File: config.mk
export PLATFORM = sky130hd
export DESIGN_NAME = prog_byte_loader
export DESIGN_NICKNAME = d
export VERILOG_FILES = /design/src/rtl/prog_byte_loader.sv
export SDC_FILE = /design/constraint.sdc
export NUM_CORES = 1
export LEC_CHECK = 0
export CORE_MARGIN = 10
export CORE_UTILIZATION = 45
export DETAILED_ROUTE_END_ITERATION = 10
export GPL_TIMING_DRIVEN = 0
export HOLD_SLACK_MARGIN = 0.1
export PLACE_DENSITY = 0.64
export REMOVE_ABC_BUFFERS = 1
export SYNTH_ARGS = -nofsm -noshare
export SYNTH_HDL_FRONTEND = slang
export SYNTH_SLANG_ARGS = --single-unit
export TNS_END_PERCENT = 5
File: constraint.sdc
create_clock -name clk -period 5.8 [get_ports clk]
set_clock_uncertainty 0.15 [all_clocks]
set_input_delay 1.16 -clock clk [delete_from_list [all_inputs] [get_ports clk]]
set_output_delay 1.16 -clock clk [all_outputs]
set_load 0.05 [all_outputs]
File: src/rtl/prog_byte_loader.sv
// Synchronises the async strobe and program-enable pins, then buffers strobed bytes in a small FIFO
// and hands them out tagged with RAM addresses over valid/ready.
module prog_byte_loader #(
  parameter int SYNC_STAGES = 2,
  parameter int DEPTH       = 4,
  parameter int MEM_WORDS   = 16,
  parameter int ADDR_W      = 4
) (
  input  logic              clk,
  input  logic              reset,
  input  logic [7:0]        ui_in,
  input  logic              ext_strobe,
  input  logic              prog_en_pin,
  input  logic              out_ready,
  output logic              out_valid,
  output logic [7:0]        out_byte,
  output logic [ADDR_W-1:0] out_addr,
  output logic              programming,
  output logic              done,
  output logic              overflow
);

  localparam int PW = $clog2(DEPTH);
  localparam logic [PW:0]     FIFO_FULL = (PW+1)'(DEPTH);
  localparam logic [ADDR_W:0] MEM_CNT   = (ADDR_W+1)'(MEM_WORDS);

  localparam logic [1:0] S_IDLE  = 2'd0;
  localparam logic [1:0] S_LOAD  = 2'd1;
  localparam logic [1:0] S_DRAIN = 2'd2;
  localparam logic [1:0] S_DONE  = 2'd3;

  logic [1:0]             state;
  logic [SYNC_STAGES-1:0] strb_sync;
  logic [SYNC_STAGES-1:0] en_sync;
  logic                   strb_h;
  logic                   en_h;
  logic                   strb_s;
  logic                   en_s;
  logic                   strb_rise;
  logic                   en_rise;
  logic                   en_fall;

  logic [7:0]      mem [DEPTH];
  logic [PW-1:0]   wr_ptr;
  logic [PW-1:0]   rd_ptr;
  logic [PW:0]     occ;
  logic [ADDR_W:0] count;
  logic [ADDR_W:0] count_nxt;

  logic empty;
  logic full;
  logic active;
  logic pop;
  logic push_req;
  logic push;
  logic drop;

  assign strb_s    = strb_sync[SYNC_STAGES-1];
  assign en_s      = en_sync[SYNC_STAGES-1];
  assign strb_rise = strb_s & ~strb_h;
  assign en_rise   = en_s & ~en_h;
  assign en_fall   = ~en_s & en_h;

  assign empty     = (occ == '0);
  assign full      = (occ == FIFO_FULL);
  assign active    = (state == S_LOAD) || (state == S_DRAIN);
  assign out_valid = !empty && active;
  assign pop       = out_valid && out_ready;

  // Once the session has taken MEM_WORDS bytes, further strobes are simply ignored (no overflow).
  assign push_req  = (state == S_LOAD) && strb_rise && (count != MEM_CNT);
  assign push      = push_req && (!full || pop);
  assign drop      = push_req && full && !pop;
  assign count_nxt = count + {{ADDR_W{1'b0}}, push};

  assign out_byte    = out_valid ? mem[rd_ptr] : 8'h00;
  assign programming = active;
  assign done        = (state == S_DONE);

  always_ff @(posedge clk) begin
    if (push) mem[wr_ptr] <= ui_in;
  end

  always_ff @(posedge clk) begin
    if (reset) begin
      strb_sync <= '0;
      en_sync   <= '0;
      strb_h    <= 1'b0;
      en_h      <= 1'b0;
    end else begin
      strb_sync <= {strb_sync[SYNC_STAGES-2:0], ext_strobe};
      en_sync   <= {en_sync[SYNC_STAGES-2:0], prog_en_pin};
      strb_h    <= strb_s;
      en_h      <= en_s;
    end
  end

  always_ff @(posedge clk) begin
    if (reset) begin
      wr_ptr <= '0;
      rd_ptr <= '0;
      occ    <= '0;
    end else begin
      if (push) wr_ptr <= wr_ptr + PW'(1);
      if (pop)  rd_ptr <= rd_ptr + PW'(1);
      case ({push, pop})
        2'b10:   occ <= occ + (PW+1)'(1);
        2'b01:   occ <= occ - (PW+1)'(1);
        default: occ <= occ;
      endcase
    end
  end

  always_ff @(posedge clk) begin
    if (reset) begin
      state    <= S_IDLE;
      count    <= '0;
      out_addr <= '0;
      overflow <= 1'b0;
    end else begin
      if (pop) out_addr <= out_addr + ADDR_W'(1);
      case (state)
        S_IDLE: begin
          if (en_rise) begin
            state    <= S_LOAD;
            count    <= '0;
            out_addr <= '0;
            overflow <= 1'b0;
          end
        end
        S_LOAD: begin
          count <= count_nxt;
          if (drop) overflow <= 1'b1;
          // A push on the exit cycle is still taken; DRAIN then flushes it.
          if ((count_nxt == MEM_CNT) || en_fall) state <= S_DRAIN;
        end
        S_DRAIN: begin
          if (empty) state <= S_DONE;
        end
        default: state <= S_IDLE;
      endcase
    end
  end

endmodule

# Yosys cells after proc, flatten, opt, wreduce, memory -nomap -nowiden
# Memories as Yosys holds them, arrays and structs flattened. A register that Yosys moved wholly into a read port is not among the register bits.
# Cells that the tools add are included.
[op_classes] addsub=6 n_eq_ne=12 n_mux=18 bitwise=6 reduce_logical=20
[ops] operator="4-bit 2-to-1 mux" count=3
[ops] operator="2-bit 2-to-1 mux" count=5
[ops] operator="5-bit one-hot mux with 2 select lines" count=1
[ops] operator="8-bit 2-to-1 mux" count=1
[ops] operator="1-bit logical AND" count=7
[ops] operator="2-bit == test (second input constant)" count=3
[ops] operator="2-bit inequality test (second input constant)" count=3
[ops] operator="2-bit one-hot mux with 3 select lines" count=1
[ops] operator="3-bit one-hot mux with 2 select lines" count=1
[ops] operator="3-bit AND reduction" count=2
[ops] operator="5-bit by 1-bit adder with 5-bit output" count=1
[ops] operator="5-bit == test (second input constant)" count=1
[ops] operator="5-bit 2-to-1 mux" count=1
[ops] operator="5-bit inequality test (second input constant)" count=1
[ops] operator="2-bit by 1-bit adder with 2-bit output (second input constant)" count=2
[ops] operator="4-bit by 1-bit adder with 4-bit output (second input constant)" count=1
[ops] operator="2-bit by 1-bit == test with 1-bit output (second input constant)" count=2
[ops] operator="1-bit 2-to-1 mux" count=4
[ops] operator="2-bit nonzero test" count=2
[ops] operator="3-bit by 1-bit adder with 3-bit output (second input constant)" count=1
[ops] operator="1-bit AND" count=3
[ops] operator="3-bit == test (second input constant)" count=1
[ops] operator="1-bit zero test" count=3
[ops] operator="3-bit zero test" count=1
[ops] operator="other kinds (7)" count=11
[word_totals] regBits=25 ram_bits=32 in_bits=13 elab_cells=74 memories=1
[memory_table] memory="mem" words=4 word_bits=8 rd=1 rd_clocked_by_memory_dff=1 wr=1 line_no="43" rtl="logic [7:0] mem [DEPTH];"

# Depth between registers and ports, before layout
# Gate-level depths: netlist (run 1).
[depth] depth_word=11 depth_mapped=14

# Least setup slack after synthesis (run 1)
# Ideal clock, no wire load.
[synth_path] path_type="input -> register" startpoint="input port out_ready" endpoint="register state[0]" arrival_ps=2958 t_required_ps=5529 slack_ps=2570 path_stages=11 path_buffers=1 path_cell_list="nand2_1 nand4_1 and2_1 buf_4 ha_1 ha_1 inv_1 o2bb2ai_2 a41oi_2 a211oi_4 mux2_4"
[synth_between] elab_chain_len=8
[synth_lines] item="start, declared" line_no="14" rtl="input logic out_ready,"
[synth_lines] item="1-bit logical AND" line_no="68" rtl="assign pop = out_valid && out_ready;"
[synth_lines] item="1-bit logical OR" line_no="72" rtl="assign push = push_req && (!full || pop);"
[synth_lines] item="1-bit logical AND" line_no="72"
[synth_lines] item="net push" line_no="55" rtl="logic push;"
[synth_lines] item="5-bit by 1-bit adder with 5-bit output" line_no="74" rtl="assign count_nxt = count + {{ADDR_W{1'b0}}, push};"
[synth_lines] item="5-bit == test" line_no="135" rtl="if ((count_nxt == MEM_CNT) || en_fall) state <= S_DRAIN;"
[synth_lines] item="1-bit logical OR" line_no="135"
[synth_lines] item="2-bit by 1-bit inequality test with 1-bit output (no source line)"
[synth_lines] item="3-bit AND reduction (no source line)"
[synth_lines] item="end signal, assigned" line_no="135"
[synth_lines] item="end signal, assigned" line_no="138" rtl="if (empty) state <= S_DONE;"
[synth_lines] item="end signal, assigned" line_no="140" rtl="default: state <= S_IDLE;"
[synth_lines] item="end, declared" line_no="32" rtl="logic [1:0] state;"
# The timed path passes the listed nets, and every way through them passes these cells.
# A chain may end at the register's enable or synchronous reset.

==> results_dict.tcl, run 1 <==
set metrics [dict create \
    worst-r2r-cell-count 12 \
    grt-busiest-layer "met2" \
    syn_avg_cell_area_um2 12.7 \
    finalSetupViolCount 0 \
    finalHoldViolCount 0 \
    fmax_mhz 265 \
    hold_path.class "reg -> reg" \
    grt_overflow 0 \
    p_leak_nw 1.08 \
    final_common_cell "edfxtp_1" \
    coreArea_mm2 0.00554 \
    syn_area_mm2 0.00257 \
    cp_max_fo 8 \
    n_fill_cell 495 \
    synth-seq-area-share_pct 58.3 \
    syn_to_final_growth_pct 19.9 \
    grt_pass1_wl_mm 7.90 \
    clock_latency_ns 0.33 \
    status "finished, final reports clean" \
    yosysTopAreaCell "edfxtp_1" \
    wl_per_cell_um 14.6 \
    hpwl_mm 3.11 \
    postRouteAntennaNets 0 \
    grtUsageMet2_pct 17.0 \
    crit_chain "mux4_2, and3_1, clkdlybuf4s50_1" \
    drv_slew 0 \
    portBuffers 28 \
    cellPowerDensity_mw_per_mm2 306 \
    diodes 0 \
    cts-htree-levels 3 \
    wl_mm 4.52 \
    die_x_um 95.6 \
    synth-edff-count 32 \
    timing.hold.ws_ns 0.289 \
    maxSlewHeadroom_pct 43.0 \
    ys_warn_count 0 \
    use_met3_pct 4.24 \
    criticalPathCategory "reg -> out" \
    finalWorstSetupSlack_ns 2.02 \
    drc 0 \
    viasPerCell 4.98 \
    min_to "strb_sync[1]" \
    synthCells 202 \
    r2r-start "state[0]" \
    ios 29 \
    tritoncts "done" \
    die_h_um 95.6 \
    period_needed_ns 3.78 \
    clkSlewWorstSetupHoldPaths_ns 0.06 \
    layout.nets 258 \
    antenna_found_initial 0 \
    period_share_pct 65.1 \
    startpoint_type "flop" \
    ys_ff_latch 59 \
    post_cts.repair.setup_buffers 0 \
    cts_made_buffers 9 \
    critPathSlowestCell "clkdlybuf4s50_1" \
    dominantRegCellSynth "edfxtp_1" \
    start_util_pct 46.5 \
    cp.arrival_ns 2.47 \
    final.setup.tns_ns 0 \
    yosysUniqueCellTypes 37 \
    floorplan.rows 27 \
    drt_iter0_markers 51 \
    ys_async_sr_fraction_pct 0 \
    grt_usage_pct 11.5 \
    rsz0062_at_grt "false" \
    hold_start "strb_sync[0]" \
    place_congestion 0.751 \
    vias 1538 \
    final_cell_mix "edfxtp_1, clkdlybuf4s50_1, dfxtp_1" \
    dieArea_mm2 0.00915 \
    whs_path_depth 1 \
    cts_buffer_depth 2 \
    grtUsageMet1_pct 14.2 \
    crit_path_end_kind "output pin" \
    ctsHoldBuffers 0 \
    worstMarginPinSlew_ns 0.853 \
    first_pass_iters 4 \
    crit_path_max_incr_delay_ns 0.70 \
    clock-sinks 59 \
    grt_start_max_net_pins 26 \
    maxCapViolations 0 \
    synth_top_area_share_pct 37.3 \
    first_global_vias 1623 \
    vdd_drop_max_v 0.000209 \
    rrSetupSlack_ns 2.57 \
    ys_top_cells_by_area "edfxtp_1, dfxtp_1, mux4_2" \
    total_power_uw 944 \
    r2r-end "state[0]" \
    root_buffer "clkbuf_8" \
    place_ws_ns 1.93 \
    cts.repair.resized 0 \
    worstPathRequired_ns 4.49 \
    drive_above_1_share_pct 11.8 \
]
-- sequential cells by signal, indices dropped and copies added (netlist names), named ones only --
register / cells
count: 5
en_h: 1
en_sync: 2
mem: 32
occ: 3
out_addr: 4
overflow: 1
rd_ptr: 2
state: 2
strb_h: 1
strb_sync: 2
wr_ptr: 2
-- layer usage --
layer,share of wire [%],up-vias
met5,0,-
met4,2.3,0
met3,4.9,8
met2,48,25
met1,45,728
li1,-,777
-- worst max path at each step --
stage / end / from
global placement: state[0] / out_ready
global route: out_byte[2] / flop
finish: out_byte[2] / flop
floorplan: state[0] / out_ready
CTS: out_byte[2] / flop
detailed placement: state[0] / out_ready
-- power by group --
group | leakage, nW | total, mW | internal, mW | switching, mW
Clock | 0.0865 | 0.356 | 0.196 | 0.161
Combinational | 0.485 | 0.133 | 0.0496 | 0.0833
Sequential | 0.506 | 0.455 | 0.449 | 0.00605
Total | 1.08 | 0.944 | 0.694 | 0.250
-- area by class of cell --
type / instances / area (µm²) / share of cell area [%]
clock inverter: 7 / 68.8 / 2.23
inverter: 10 / 37.5 / 1.22
sequential: 59 / 1500 / 48.6
clock buffer: 9 / 124 / 4.01
tap: 72 / 90.1 / 2.92
timing repair buffer: 28 / 280 / 9.08
multi-input combinational: 124 / 986 / 31.9
-- worst max-delay path, delay by kind of cell, from the launching register on --
family	cells	cell delay, ns
buf+inv	1	0.70
flops	1	0.67
mux	1	0.57
simple gates	1	0.20
-- synth_stat cells, drive strengths merged (4+ instances only) --
cell and instances:
mux4 8, ha 12, nor2 20, edfxtp 32, o21ai 6, and3 13
inv 10, xnor2 4, buf 4, clkbuf 5, xor2 5, nor3 5
and2 4, nor2b 7, a21oi 8, nand2 8, dfxtp 27, nand2b 4
-- per-stage QoR --
| step | util [%] | cell area, µm² | instances |
|---|---|---|---|
| 2_1_floorplan | - | 2520 | 193 |
| 3_3_place_gp | 52.3 | 2900 | 293 |
| 3_5_place_dp | 52.3 | 2900 | 293 |
| 4_1_cts | 55.7 | 3090 | 309 |
| 5_1_grt | 55.7 | 3090 | 309 |
| 6_report | 55.7 | 3090 | 309 |
-- logic make-up after synthesis --
group | share of synthesized area, %
compound gates | 5.83
xor+xnor | 3.06
fa+ha+maj | 6.61
buf+inv | 3.40
flops | 58.3
mux | 8.36
simple gates | 14.4
Note: power is estimated with default switching activity, not from simulation.
==> inputs of run 2 (changes only) <==
==> constraint.sdc (replaced) <==
create_clock -name clk -period 3.5 [get_ports clk]
set_clock_uncertainty 0.15 [all_clocks]
set_input_delay 0.7 -clock clk [delete_from_list [all_inputs] [get_ports clk]]
set_output_delay 0.7 -clock clk [all_outputs]
set_load 0.05 [all_outputs]
==> run 2 against run 1 <==
- design area is essentially flat
- combinational power rose by 68%
- sequential power increased by 66%
- non-clock buffer count did not move
- final cell count stayed put
- wire length grew 0.18%
- largest cell class unchanged
- largest power group unchanged
==> results_dict.tcl, run 2 (synthesized netlist as in run 1, its figures left out) <==
set metrics [dict create \
    tritoncts "done" \
    diodes 0 \
    status "finished, final reports clean" \
    syn_to_final_growth_pct 20.0 \
    dieArea_mm2 0.00915 \
    clock-sinks 59 \
    crit_chain "mux4_2, and3_1, clkdlybuf4s50_1" \
    regMostFlops "mem" \
    final_core_util_pct 55.8 \
    grt_overflow 0 \
    maxCapViolations 0 \
    largest_reg_flops 32 \
    wl_met2_mm 2.18 \
    clkSlewWorstSetupHoldPaths_ns 0.06 \
    clock_latency_ns 0.33 \
    cp.arrival_ns 2.47 \
    startpoint_type "flop" \
    total_power_mw 1.57 \
    cp_top_family "buffers and inverters" \
    worstMarginPinSlew_ns 0.852 \
    grt_usage_pct 11.5 \
    wl_per_cell_um 14.7 \
    fin_area_mm2 0.00309 \
    floorplan.rows 27 \
    finalWorstSetupSlack_ns 0.179 \
    start_util_pct 46.5 \
    grt_pass1_wl_mm 7.90 \
    finalSetupViolCount 0 \
    coreArea_mm2 0.00554 \
    cp_max_fo 8 \
    layout.nets 258 \
    portBuffers 28 \
    period_needed_ns 3.32 \
    crit_path_max_incr_delay_ns 0.70 \
    hold_path.class "reg -> reg" \
    die_x_um 95.6 \
    fmax_mhz 301 \
    cts_made_buffers 9 \
    timing.hold.ws_ns 0.289 \
    place_congestion 0.751 \
    drc 0 \
    cts-htree-levels 3 \
    vias 1546 \
    final_common_cell "edfxtp_1" \
    m1WireLength_mm 2.06 \
    place_ws_ns 0.0900 \
    postRouteAntennaNets 0 \
    antenna_found_initial 0 \
    grt_start_max_net_pins 26 \
    drt_iter0_markers 51 \
    final.setup.tns_ns 0 \
    first_global_vias 1623 \
    ios 29 \
    maxSlewHeadroom_pct 43.0 \
    p_leak_nw 1.08 \
    criticalPathCategory "reg -> out" \
    period_share_pct 94.9 \
    hpwl_mm 3.11 \
    critPathBufInv 1 \
    worstPathRequired_ns 2.65 \
    root_buffer "clkbuf_8" \
    met3_length_um 187 \
    fin_cells 309 \
    first_pass_iters 4 \
    vdd_drop_max_v 0.000347 \
    drv_slew 0 \
    wl_mm 4.53 \
    top_layer "met4" \
    dp.cells 293 \
    reg_top3 "mem (32), count (5), out_addr (4)" \
    final_cell_mix "edfxtp_1, clkdlybuf4s50_1, dfxtp_1" \
    cts_buffer_depth 2 \
    critPathSlowestCell "clkdlybuf4s50_1" \
    finalHoldViolCount 0 \
    crit_path_end_kind "output pin" \
    postPlaceCellArea_mm2 0.00290 \
    viasPerCell 5.00 \
    cellPowerDensity_mw_per_mm2 507 \
    drive_above_1_share_pct 12.2 \
    die_h_um 95.6 \
    rsz0062_at_grt "false" \
]
==> run 2: cell count changes in the layout (fill, tap and decap cells not counted) <==
cell	delta
ha_1	-1
ha_2	+1
==> run 2: power by group <==
| part | internal [mW] | total (mW) | switching (mW) |
|---|---|---|---|
| Combinational | 0.0857 | 0.224 | 0.139 |
| Sequential | 0.744 | 0.754 | 0.0100 |
| Clock | 0.324 | 0.590 | 0.266 |
==> run 2: worst register-to-register path, cell delays in order, from the launching register on <==
cell	delay, ns
dfxtp_1	0.39
inv_1	0.08
ha_2	0.48
nand2_1	0.08
nand4_1	0.22
and2_1	0.27
ha_1	0.21
ha_1	0.22
nand2_1	0.08
o2bb2ai_2	0.15
a41oi_2	0.16
a211oi_4	0.24
mux2_4	0.32
==> run 2: layout make-up <==
class,count,area (µm²)
Sequential cell,59,1500
Tap cell,72,90.1
Timing Repair Buffer,28,280
Fill cell,496,2450
Multi-Input combinational cell,124,988
Clock buffer,9,124
Clock inverter,7,68.8
Inverter,10,37.5
==> run 2: metal layers <==
metal | vias to the layer above | global-route usage, %
li1 | 777 | -
met1 | 738 | 14.2
met2 | 23 | 17.0
met3 | 8 | 4.24
met4 | 0 | 6.27
met5 | - | 0
==> run 2: timing repair <==
action | in CTS | in global routing
setup endpoints to repair | 0 | 1
buffers inserted | 0 | 0
resized for setup | 0 | 1
hold buffers | 0 | 0
==> run 2: path summary, 6_finish.rpt <==
path                        to  slack, ns  cells after the start          from
hold / removal    strb_sync[1]       0.29                      1  strb_sync[0]
setup / recovery   out_byte[2]       0.18                      3          flop
hold reg to reg   strb_sync[1]       0.29                      1  strb_sync[0]
setup reg to reg      state[0]       0.35                     12      state[1]
